**src/rtl/prod_acc_pkg.sv**
```systemverilog
// Shared constants and state encoding for the product accumulator.
// PROD_W is the width of one unsigned 5x5 multiplier product.
// State enum drives the frame FSM in prod_acc.
package prod_acc_pkg;

  localparam int PROD_W = 10;

  typedef enum logic [1:0] {
    IDLE = 2'd0,
    ACC  = 2'd1,
    HOLD = 2'd2
  } state_t;

endpackage

```
**src/rtl/prod_acc_add.sv**
```systemverilog
// Combinational ACC_W-bit adder with carry-out detection for the accumulator.
// Zero latency; purely combinational, so it has no flow control of its own.
// Build option PROD_ACC_SAT_EN clamps the sum to all-ones on carry; otherwise it wraps.
module prod_acc_add
  import prod_acc_pkg::*;
#(
  parameter int ACC_W = 16
) (
  input  logic [ACC_W-1:0]  base,
  input  logic [PROD_W-1:0] prod,
  output logic [ACC_W-1:0]  sum,
  output logic              carry
);

  logic [ACC_W:0] full;

  // Extend both operands by one bit so the carry out of the top bit is visible.
  always_comb begin
    full  = {1'b0, base} + {{(ACC_W + 1 - PROD_W){1'b0}}, prod};
    carry = full[ACC_W];
`ifdef PROD_ACC_SAT_EN
    // Once clamped, any further non-zero add carries again, so the value stays clamped.
    sum = carry ? {ACC_W{1'b1}} : full[ACC_W-1:0];
`else
    sum = full[ACC_W-1:0];
`endif
  end

endmodule

```
**src/rtl/prod_acc.sv**
```systemverilog
// Sums a frame of multiplier products and presents sum, count and overflow flag.
// Latency: result valid one cycle after the frame-closing beat (in_last or N_TERMS reached).
// Backpressure: in_ready drops while a result is held; it returns once out_ready takes it.
// Build option PROD_ACC_SAT_EN selects saturating instead of wrapping accumulation.
module prod_acc
  import prod_acc_pkg::*;
#(
  parameter int ACC_W   = 16,
  parameter int N_TERMS = 8,
  localparam int CNT_W  = $clog2(N_TERMS + 1)
) (
  input  logic              clk,
  input  logic              rst,
  input  logic              in_valid,
  output logic              in_ready,
  input  logic [PROD_W-1:0] in_prod,
  input  logic              in_last,
  output logic              out_valid,
  input  logic              out_ready,
  output logic [ACC_W-1:0]  out_sum,
  output logic [CNT_W-1:0]  out_count,
  output logic              out_ovf
);

  state_t             state;
  state_t             state_nxt;
  logic [ACC_W-1:0]   acc;
  logic [CNT_W-1:0]   cnt;
  logic               ovf;

  logic               accept;
  logic               first;
  logic               closing;
  logic [ACC_W-1:0]   base;
  logic [ACC_W-1:0]   sum;
  logic               carry;
  logic [CNT_W-1:0]   cnt_nxt;
  logic               ovf_nxt;

  // in_ready depends on registered state only, never on out_ready.
  assign in_ready = (state != HOLD);
  assign accept   = in_valid & in_ready;
  assign first    = (state == IDLE);

  // The first beat of a frame adds to zero so the previous frame never leaks in.
  assign base     = first ? '0 : acc;
  assign cnt_nxt  = first ? CNT_W'(1) : cnt + CNT_W'(1);
  assign ovf_nxt  = (first ? 1'b0 : ovf) | carry;
  assign closing  = accept & (in_last | (cnt_nxt == CNT_W'(N_TERMS)));

  prod_acc_add #(
    .ACC_W (ACC_W)
  ) u_add (
    .base  (base),
    .prod  (in_prod),
    .sum   (sum),
    .carry (carry)
  );

  // State register.
  always_ff @(posedge clk or posedge rst) begin
    if (rst) begin
      state <= IDLE;
    end else begin
      state <= state_nxt;
    end
  end

  // Next-state logic: open a frame on the first accept, close it on last/full, release on out_ready.
  always_comb begin
    state_nxt = state;
    case (state)
      IDLE: if (accept) state_nxt = closing ? HOLD : ACC;
      ACC:  if (closing) state_nxt = HOLD;
      HOLD: if (out_ready) state_nxt = IDLE;
      default: state_nxt = IDLE;
    endcase
  end

  // Accumulator and result registers; results hold their value outside HOLD too.
  always_ff @(posedge clk or posedge rst) begin
    if (rst) begin
      acc       <= '0;
      cnt       <= '0;
      ovf       <= 1'b0;
      out_valid <= 1'b0;
      out_sum   <= '0;
      out_count <= '0;
      out_ovf   <= 1'b0;
    end else begin
      if (accept) begin
        acc <= sum;
        cnt <= cnt_nxt;
        ovf <= ovf_nxt;
      end
      if (closing) begin
        out_valid <= 1'b1;
        out_sum   <= sum;
        out_count <= cnt_nxt;
        out_ovf   <= ovf_nxt;
      end else if ((state == HOLD) && out_ready) begin
        out_valid <= 1'b0;
      end
    end
  end

endmodule

```
**config.mk**
```make
export PLATFORM = sky130hd
export DESIGN_NAME = prod_acc
export DESIGN_NICKNAME = d
export VERILOG_FILES = /design/src/rtl/prod_acc_pkg.sv /design/src/rtl/prod_acc_add.sv /design/src/rtl/prod_acc.sv
export SDC_FILE = /design/constraint.sdc
export NUM_CORES = 1
export LEC_CHECK = 0
export CAP_MARGIN = 15
export CORE_AREA = 4 4 114 62
export CTS_BUF_LIST = sky130_fd_sc_hd__clkbuf_8
export CTS_CLUSTER_DIAMETER = 60
export DETAILED_ROUTE_END_ITERATION = 10
export DIE_AREA = 0 0 118 66
export PLACE_DENSITY_LB_ADDON = 0.12
export REMOVE_ABC_BUFFERS = 1
export SETUP_SLACK_MARGIN = 0.5
export SLEW_MARGIN = 10
export SYNTH_ARGS = -nofsm -noshare
export SYNTH_HDL_FRONTEND = slang
export SYNTH_HIERARCHICAL = 1
export SYNTH_SLANG_ARGS = --single-unit
```
**constraint.sdc**
```tcl
create_clock -name clk -period 2.9 [get_ports clk]
set_clock_uncertainty 0.1 [all_clocks]
set_input_delay 0.58 -clock clk [delete_from_list [all_inputs] [get_ports clk]]
set_output_delay 0.58 -clock clk [all_outputs]
set_load 0.02 [all_outputs]
```
# == Yosys cells after proc, flatten, opt, wreduce, memory -nomap -nowiden ==
# Index checks and enable logic that the tools add are counted.
# word_totals
input_bits,15
output_inout_bits,23
ff_bits,45
word_cells,35
# op_classes
reduce_logical,4
eq_ne,7
n_bitwise,4
n_addsub,2
n_mux,10
# ops
cell,count
$add A16 B10 Y17,1
$mux W16,1
$mux W2,4
$ne A2 B2 Y1 const B,3
$pmux W2 S3,1
$add A4 B1 Y4 const B,1
$eq A4 B4 Y1 const B,1
$mux W4,1
$mux W1,3
$reduce_and A3 Y1,1
$and A1 B1 Y1,2
$eq A2 B1 Y1 const B,1
$eq A2 B2 Y1 const B,1
$logic_not A2 Y1,1
$ne A2 B1 Y1 const B,1
$or A1 B1 Y1,2
$reduce_bool A2 Y1,1
$logic_and A1 B1 Y1,1

# == Longest topological paths before layout ==
# Gate-level depths: netlist (run 1).
# logic_depth
ltp_word,8
depth_mapped,13

# == Cells and area by module ==
# Netlist (run 1), hierarchy kept.
# modules_own_cells
module,instances,cells_per_inst,area_per_inst_um2,seq_area_each_um2
prod_acc,1,194,2028.2,1126.1
prod_acc_add,1,72,580.6,0.0

# == Worst setup path after synthesis (run 1) ==
# OpenSTA, ideal clock, no wires.
# synth_path
path_type,register -> register
from,register state[0]
to,register out_ovf
arrival_time_ns,2.642
stages_incl_launch_ff,14
path_slack_ns,0.037
setup_ns,0.121
cell_sequence,dfrtp_1 -> or2_1 -> buf_6 -> and2_1 -> ha_1 -> fa_1 -> a21o_1 -> a221oi_2 -> o21ai_1 -> nand2b_1 -> nor2_1 -> a21oi_1 -> nand2_1 -> o22a_1
# synth_lines
item,line,text
from (decl),prod_acc.sv:25,state_t state;
from (signal assigned),prod_acc.sv:65,state <= state_nxt;
$logic_not A2 Y1,prod_acc.sv:43,assign first = (state == IDLE);
$mux W16,prod_acc.sv:46,assign base = first ? '0 : acc;
named net base[0],prod_acc.sv:34,logic [ACC_W-1:0] base;
$add A16 B10 Y17,prod_acc_add.sv:19,"full = {1'b0, base} + {{(ACC_W + 1 - PROD_W){1'b0}}, prod};"
named net carry,prod_acc.sv:36,logic carry;
$or A1 B1 Y1,prod_acc.sv:48,assign ovf_nxt = (first ? 1'b0 : ovf) | carry;
to (signal assigned),prod_acc.sv:100,out_ovf <= ovf_nxt;
to (decl),prod_acc.sv:22,output logic out_ovf
# The timed path passes the listed nets, and every way through them passes these cells.
# A chain may end at the register's enable or synchronous reset.

# == Final worst setup path (run 1) ==
# layout_path
from,register state[0]
to,register out_sum[8]
# layout_lines
item,line,text
$logic_not A2 Y1,prod_acc.sv:43,
$mux W16,prod_acc.sv:46,
named net base[0],prod_acc.sv:34,
$add A16 B10 Y17,prod_acc_add.sv:19,
named net sum[8],prod_acc.sv:35,logic [ACC_W-1:0] sum;
to (signal assigned),prod_acc.sv:98,out_sum <= sum;
to (decl),prod_acc.sv:20,"output logic [ACC_W-1:0] out_sum,"
# The timed path passes the listed nets, and every way through them passes these cells.

==> results of run 1 <==
sequential cells by signal, indices dropped and copies added, names as in the netlist:
register	cells
out_ovf	1
out_count	4
out_sum	16
acc	16
out_valid	1
cnt	4
ovf	1
state	2
tightest hold or removal path, delay by kind of cell (launching register included):
kind | cells | cell delay, ps
flops | 1 | 340
simple gates | 2 | 110
worst paths after layout:
path / startpoint / endpoint / slack, ps / cells after the start
max in group asynchronous: rst / out_sum[6] / 1660 / 3
min in group asynchronous: rst / out_sum[10] / 640 / 3
worst max register to register: state[0] / out_sum[8] / 180 / 12
worst max-delay path: state[0] / out_sum[8] / 180 / 12
worst min register to register: acc[15] / acc[15] / 370 / 2
worst min-delay path: acc[15] / acc[15] / 370 / 2
what timing repair did:
action | in CTS | in global routing
endpoints found under the setup margin | 27 | 28
setup buffers | 5 | 3
resized for setup | 22 | 16
pin swaps | 18 | 23
report_power, final:
part,total (mW),switching (mW),internal [mW]
clock network,0.492,0.214,0.278
logic,1.85,0.910,0.940
registers,0.955,0.119,0.836
total,3.30,1.24,2.05
final cells by class:
type                            instances  area [um2]
Inverter                               22        85.1
Fill cell                             535        2400
Clock buffer                            6        82.6
Sequential cell                        45        1130
Timing Repair Buffer                   67         619
Tap cell                               77        96.3
Clock inverter                          2        33.8
Multi-Input combinational cell        188        1510
cell usage in the layout (no fill, tap or decap), drive strengths merged, types with 2 or more instances in the layout:
cell | Yosys | routed
a21o | 7 | 7
a21oi | 5 | 5
a221oi | 3 | 3
a31o | 2 | 2
and2 | 18 | 18
and3 | 2 | 2
buf | 8 | 30
clkbuf | 3 | 6
clkdlybuf4s50 | 0 | 37
dfrtp | 45 | 45
ha | 11 | 11
inv | 22 | 23
mux2 | 4 | 4
nand2 | 58 | 58
nand2b | 2 | 2
nand3 | 5 | 5
nor2 | 9 | 9
nor2b | 2 | 2
o21a | 3 | 3
o21ai | 6 | 6
o22a | 2 | 2
o22ai | 13 | 13
or2 | 2 | 2
xnor2 | 13 | 13
xor2 | 2 | 2
per-stage QoR:
stage,total power [mW],hold slack (ps),utilization,cells,TNS (ps)
4_1_cts,3.23,377,0.576,404,0
5_1_grt,3.54,406,0.597,407,0
3_3_place_gp,2.54,353,0.532,391,-302
2_1_floorplan,1.97,337,-,255,-36.4
6_report,3.30,373,0.597,407,0
3_5_place_dp,2.58,355,0.532,391,-428
routing by layer:
layer,vias up,GRT usage
met5,-,0
met4,0,0.0307
met3,4,0.0427
met2,28,0.274
met1,1024,0.215
li1,1024,-
kinds of logic after synthesis:
logic type | after synthesis | synth area share
simple gates | 104 | 0.187
compound gates | 53 | 0.188
flops | 45 | 0.432
buf+inv | 33 | 0.0633
xor+xnor | 15 | 0.0504
fa+ha+maj | 12 | 0.0604
mux | 4 | 0.0201
==> Flow_metrics.wiki, run 1 <==
{| class="wikitable"
! Metric !! Value
|-
| H-tree depth || 2
|-
| Share of the yosys chip area belonging to registers || 0.432
|-
| Number of library cell types mapped by synthesis || 53
|-
| WL met1 || 2830 um
|-
| Instance area at placement || 3170 um2
|-
| Floorplan row count || 20
|-
| Final setup violating endpoints || 0
|-
| Biggest area consumer among synthesized cells || dfrtp_1
|-
| Ports || 38
|-
| Cell family with most CP delay || compound AO/OA/AOI/OAI gates
|-
| Last weighted congestion value of the routability-driven placer || 0.830
|-
| Post-Synthesis Cell Area || 2610 um2
|-
| Relative max-transition margin || 0.630
|-
| Clock root buffer || clkbuf_8
|-
| Min Clock Period, post-route || 2720 ps
|-
| Vertical die dimension || 66 um
|-
| CP max stage cell || dfrtp_1
|-
| Max clock buf depth || 2
|-
| Period utilization || 0.938
|-
| IO buf count || 37
|-
| Max capacitance violation total || 0
|-
| Number of antenna violations at the first check in global routing || 0
|-
| WL/cell || 14.7 um
|-
| Congestion Overflow GR || 0
|-
| Layout cells sized above 1 || 0.270
|-
| Highest cell delay on the worst timing path || 390 ps
|-
| Number of vias per cell || 5.11
|-
| CTS clock-pin slew for the worst setup and hold paths || 90 ps
|-
| Horiz. Die Dim || 118 um
|-
| Vias in the first global route || 2217
|-
| Initial standard-cell utilization of the core || 0.438
|-
| Average size of a mapped cell || 9.81 um2
|-
| Synthesized netlist cell count || 266
|-
| Startpoint Class || flop
|-
| Share of async-settable or async-resettable flops after synthesis || 1.00
|-
| Max-slew violations || 0
|-
| Starting DRT DRC Count || 91
|-
| Maximum number of pins on one net before global-route repair || 46
|-
| Routed length on met3 || 280 um
|-
| Result of the run || finished clean
|-
| Wirelength, routed || 5970 um
|-
| Maximum vdd ir drop || 0.403 mV
|-
| First-pass GRT wire length || 10200 um
|-
| Total non-filler cell area in the finished layout || 3550 um2
|-
| Remaining antenna violation count || 0
|-
| Unrepaired setup endpoints after global routing || yes
|-
| Number of hold violations in the final report || 0
|-
| Path class of the lowest-slack min-delay path || reg2reg
|-
| Worst setup EP type || flop
|-
| Path type of the worst setup path || reg2reg
|-
| Setup WS pre-CTS || -126 ps
|-
| Slew at the pin closest to its max-slew limit || 541 ps
|-
| Most used standard cells in the synthesized netlist || 58 x nand2_1, 45 x dfrtp_1, 22 x inv_1
|-
| Area contributors post-synth || dfrtp_1 43%, nand2_1 8.3%, ha_1 5.3%
|-
| Static leakage power || 1.65 nW
|-
| Number of antenna repair diodes || 0
|-
| Worst path required time || 3020 ps
|-
| Area added between synthesis and finish || 36.3%
|-
| Length of the first detailed-routing pass in iterations || 4
|-
| Detailed-route via count || 2080
|-
| Number of sinks handled by clock tree synthesis || 45
|-
| Wire length on met2 || 2820 um
|-
| TritonCTS Buffers || 5
|-
| Cells along the critical path || or2_4 -> and2_4 -> ha_4 -> fa_2 -> a21o_1 -> a221oi_4 -> buf_4 -> o21bai_1 -> a21oi_1 -> xnor2_1 -> nand2_1 -> o22ai_2
|-
| Final worst setup slack || 179 ps
|-
| Detailed placement HPWL || 4090 um
|-
| Number of flops mapped to enable cells by yosys || 0
|-
| Clock latency at the later pin of the worst-skew pair || 300 ps
|-
| GRT Util Overall || 0.163
|-
| Topmost layer with routed signal wires || met4
|-
| Crit-path max FO || 3
|-
| Register bit total from synthesis || 45
|-
| Core area || 5960 um2
|-
| Most used flip-flop cell after synthesis || dfrtp_1
|-
| Power Density || 927 nW/um2
|-
| Count of nets after finishing || 356
|-
| Peak Freq || 0.368 GHz
|-
| Fraction of synthesized cell area taken by the top area cell type || 0.432
|-
| Worst path bufs/invs || 1
|-
| Count of unresolved DRC violations after routing || 0
|-
| Number of buffers inserted for hold repair after clock tree synthesis || 0
|-
| Most common cell in the synthesized netlist || nand2_1
|-
| Data arrival time of the critical path || 2840 ps
|-
| Synth warnings || 6
|-
| TritonCTS clock tree || done
|-
| Die outline area || 7790 um2
|}
Power figures use the tool's default switching activity.
==> run 2: changes to the inputs <==
==> constraint.sdc (replaced) <==
create_clock -name clk -period 3.2 [get_ports clk]
set_clock_uncertainty 0.1 [all_clocks]
set_input_delay 0.64 -clock clk [delete_from_list [all_inputs] [get_ports clk]]
set_output_delay 0.64 -clock clk [all_outputs]
set_load 0.1 [all_outputs]
==> Flow_metrics.wiki, run 2 (synthesis gave the netlist of run 1 again) <==
{| class="wikitable"
! Metric !! Value
|-
| CTS clock-pin slew for the worst setup and hold paths || 90 ps (about the same)
|-
| Clock latency at the later pin of the worst-skew pair || 300 ps (about the same)
|-
| Vias in the first global route || 2153 (-2.9%)
|-
| Period utilization || 0.869 (-0.0692)
|-
| Unrepaired setup endpoints after global routing || yes
|-
| Data arrival time of the critical path || 2910 ps (+70 ps)
|-
| Combinational cell fraction of total power || 0.615 (+0.054)
|-
| Worst path required time || 3330 ps (+310 ps)
|-
| Max-slew violations || 0 (unchanged)
|-
| Non-filler instance count after layout || 392 (-3.7%)
|-
| Die outline area || 7790 um2 (unchanged)
|-
| Length of the first detailed-routing pass in iterations || 4 (unchanged)
|-
| Result of the run || finished clean
|-
| IO buf count || 37 (unchanged)
|-
| Placed cells || 378 (-3.3%)
|-
| Slew at the pin closest to its max-slew limit || 936 ps (+395 ps)
|-
| Detailed-route via count || 2033 (-2.3%)
|-
| Number of sinks handled by clock tree synthesis || 45 (unchanged)
|-
| Relative max-transition margin || 0.375 (-0.255)
|-
| Count of nets after finishing || 341 (-4.2%)
|-
| Area added between synthesis and finish || 26.8%
|-
| Path type of the worst setup path || reg2reg
|-
| End point of the critical path || out_sum[13]
|-
| Regs by FF count || acc (16), out_sum (16)
|-
| Final setup violating endpoints || 0 (unchanged)
|-
| Final setup TNS || 0 ps (unchanged)
|-
| Number of vias per cell || 5.19 (+1.5%)
|-
| Peak Freq || 0.360 GHz (-2.2%)
|-
| WL/cell || 15.0 um (+2.1%)
|-
| Path class of the lowest-slack min-delay path || reg2reg
|-
| Min Clock Period, post-route || 2780 ps (+60.1 ps)
|-
| H-tree depth || 2 (unchanged)
|-
| Congestion Overflow GR || 0 (unchanged)
|-
| Logic depth of the worst path, buffers included || 11 (-1)
|-
| Vertical die dimension || 66 um (unchanged)
|-
| CP max stage cell || a311o_1
|-
| TritonCTS Buffers || 5 (unchanged)
|-
| Power Density || 1040 nW/um2 (+12%)
|-
| Cell occurring most often along the worst timing path || and2_4
|-
| Max capacitance violation total || 0 (unchanged)
|-
| Share of total power in the clock network || 0.134 (-0.015)
|-
| Clock root buffer || clkbuf_8
|-
| Net load switching power || 1.70 mW (+37%)
|-
| GRT Util Overall || 0.160 (-0.00219)
|-
| Horiz. Die Dim || 118 um (unchanged)
|-
| Number of hold violations in the final report || 0 (unchanged)
|-
| Count of cells along the worst register-to-register path || 11 (-1)
|-
| First-pass GRT wire length || 9990 um (-2.4%)
|-
| Most common cell after layout, fill and taps aside || nand2_1
|-
| Register share of total power || 0.251 (-0.039)
|-
| Core area || 5960 um2 (unchanged)
|-
| Highest-count cells in the layout ignoring fill and taps || 58 x nand2_1, 45 x dfrtp_1, 36 x buf_4
|-
| Worst setup EP type || flop
|-
| Wirelength, routed || 5870 um (-1.7%)
|-
| Remaining antenna violation count || 0 (unchanged)
|-
| Count of unresolved DRC violations after routing || 0 (unchanged)
|-
| Net switching share of the total power || 0.494 (+0.117)
|-
| Cell family with most CP delay || compound AO/OA/AOI/OAI gates
|-
| Power Total || 3.43 mW (+4.2%)
|-
| Internal power || 1.74 mW (-15%)
|-
| Reg2Reg Setup Slack || 420 ps (+240 ps)
|-
| Maximum number of pins on one net before global-route repair || 46 (unchanged)
|-
| Initial standard-cell utilization of the core || 0.438 (unchanged)
|-
| Static leakage power || 1.57 nW (-4.4%)
|-
| Highest cell delay on the worst timing path || 410 ps (+20 ps)
|-
| Floorplan row count || 20 (unchanged)
|-
| Number of antenna violations at the first check in global routing || 0 (unchanged)
|-
| Maximum vdd ir drop || 0.599 mV (+49%)
|-
| Starting DRT DRC Count || 91 (unchanged)
|-
| Minimum hold slack || 372 ps (-0.994 ps)
|-
| Worst path bufs/invs || 1 (unchanged)
|-
| Number of buffers inserted for hold repair after clock tree synthesis || 0 (unchanged)
|-
| Reg2reg end || out_sum[13]
|-
| Start of the worst register-to-register path || state[0]
|-
| Cells along the critical path || or2_4 -> buf_8 -> and2_4 -> ha_4 -> and2_4 -> a22o_1 -> a311o_1 -> o2111ai_2 -> xnor2_1 -> nand2_1 -> o22ai_1
|-
| Last weighted congestion value of the routability-driven placer || 0.810 (-2.5%)
|-
| Max clock buf depth || 2 (unchanged)
|-
| Startpoint Class || flop
|-
| TritonCTS clock tree || done
|-
| Crit path launch || state[0]
|-
| Number of antenna repair diodes || 0 (unchanged)
|-
| Layout cells sized above 1 || 0.279 (+0.00967)
|-
| Crit-path max FO || 8 (+5)
|-
| Ports || 38 (unchanged)
|-
| Detailed placement HPWL || 4000 um (-2.0%)
|}
## run 2: worst reg2reg max path, cell delays in order, from the launching register on
cell and delay [ps]:
dfrtp_1 390, or2_4 310, buf_8 150, and2_4 160, ha_4 230, and2_4 160
a22o_1 180, a311o_1 410, o2111ai_2 240, xnor2_1 140, nand2_1 90, o22ai_1 150
## run 2: timing repair
item,CTS,global route
pin swaps,13,12
gates cloned,0,1
setup endpoints to repair,18,18
resized for setup,9,12
hold endpoints to repair,0,0
setup buffers,3,2
## run 2: power groups by stage
stage / Clock [mW] / Combinational, mW / Sequential [mW]
2_1_floorplan: 0 / 0.826 / 1.56
3_3_place_gp: 0 / 1.92 / 0.868
3_5_place_dp: 0 / 1.94 / 0.872
4_1_cts: 0.473 / 2.02 / 0.863
5_1_grt: 0.503 / 2.26 / 0.891
6_report: 0.460 / 2.11 / 0.862
## run 2: worst min-delay path by stage
stage	start	to	cells past startpoint
after floorplan	acc[0]	acc[0]	2
after global placement	acc[15]	acc[15]	2
after detailed placement	acc[0]	acc[0]	2
after CTS	acc[13]	acc[13]	2
after global routing	acc[6]	acc[6]	2
final	acc[13]	acc[13]	2
## run 2: area by class of cell
class / instances / area, um2
fillers: 577 / 2650
multi-input cells: 188 / 1430
flip-flops and latches: 45 / 1130
repair buffers: 52 / 450
well taps: 77 / 96.3
clock buffers: 6 / 82.6
inverters: 22 / 82.6
clock inverters: 2 / 37.5
## run 2: routing by layer
metal | wire length [um] | global-route usage
met5 | 0 | 0
met1 | 2960 | 0.216
met3 | 223 | 0.0402
met2 | 2630 | 0.259
met4 | 56 | 0.0482
## run 2: metrics by stage
stage / util / area [um2] / setup WS [ps]
after floorplan: - / 2530 / -117
after global placement: 0.504 / 3000 / 84.1
after detailed placement: 0.504 / 3000 / 37.9
after CTS: 0.538 / 3210 / 400
after global routing: 0.555 / 3310 / 292
final: 0.555 / 3310 / 419
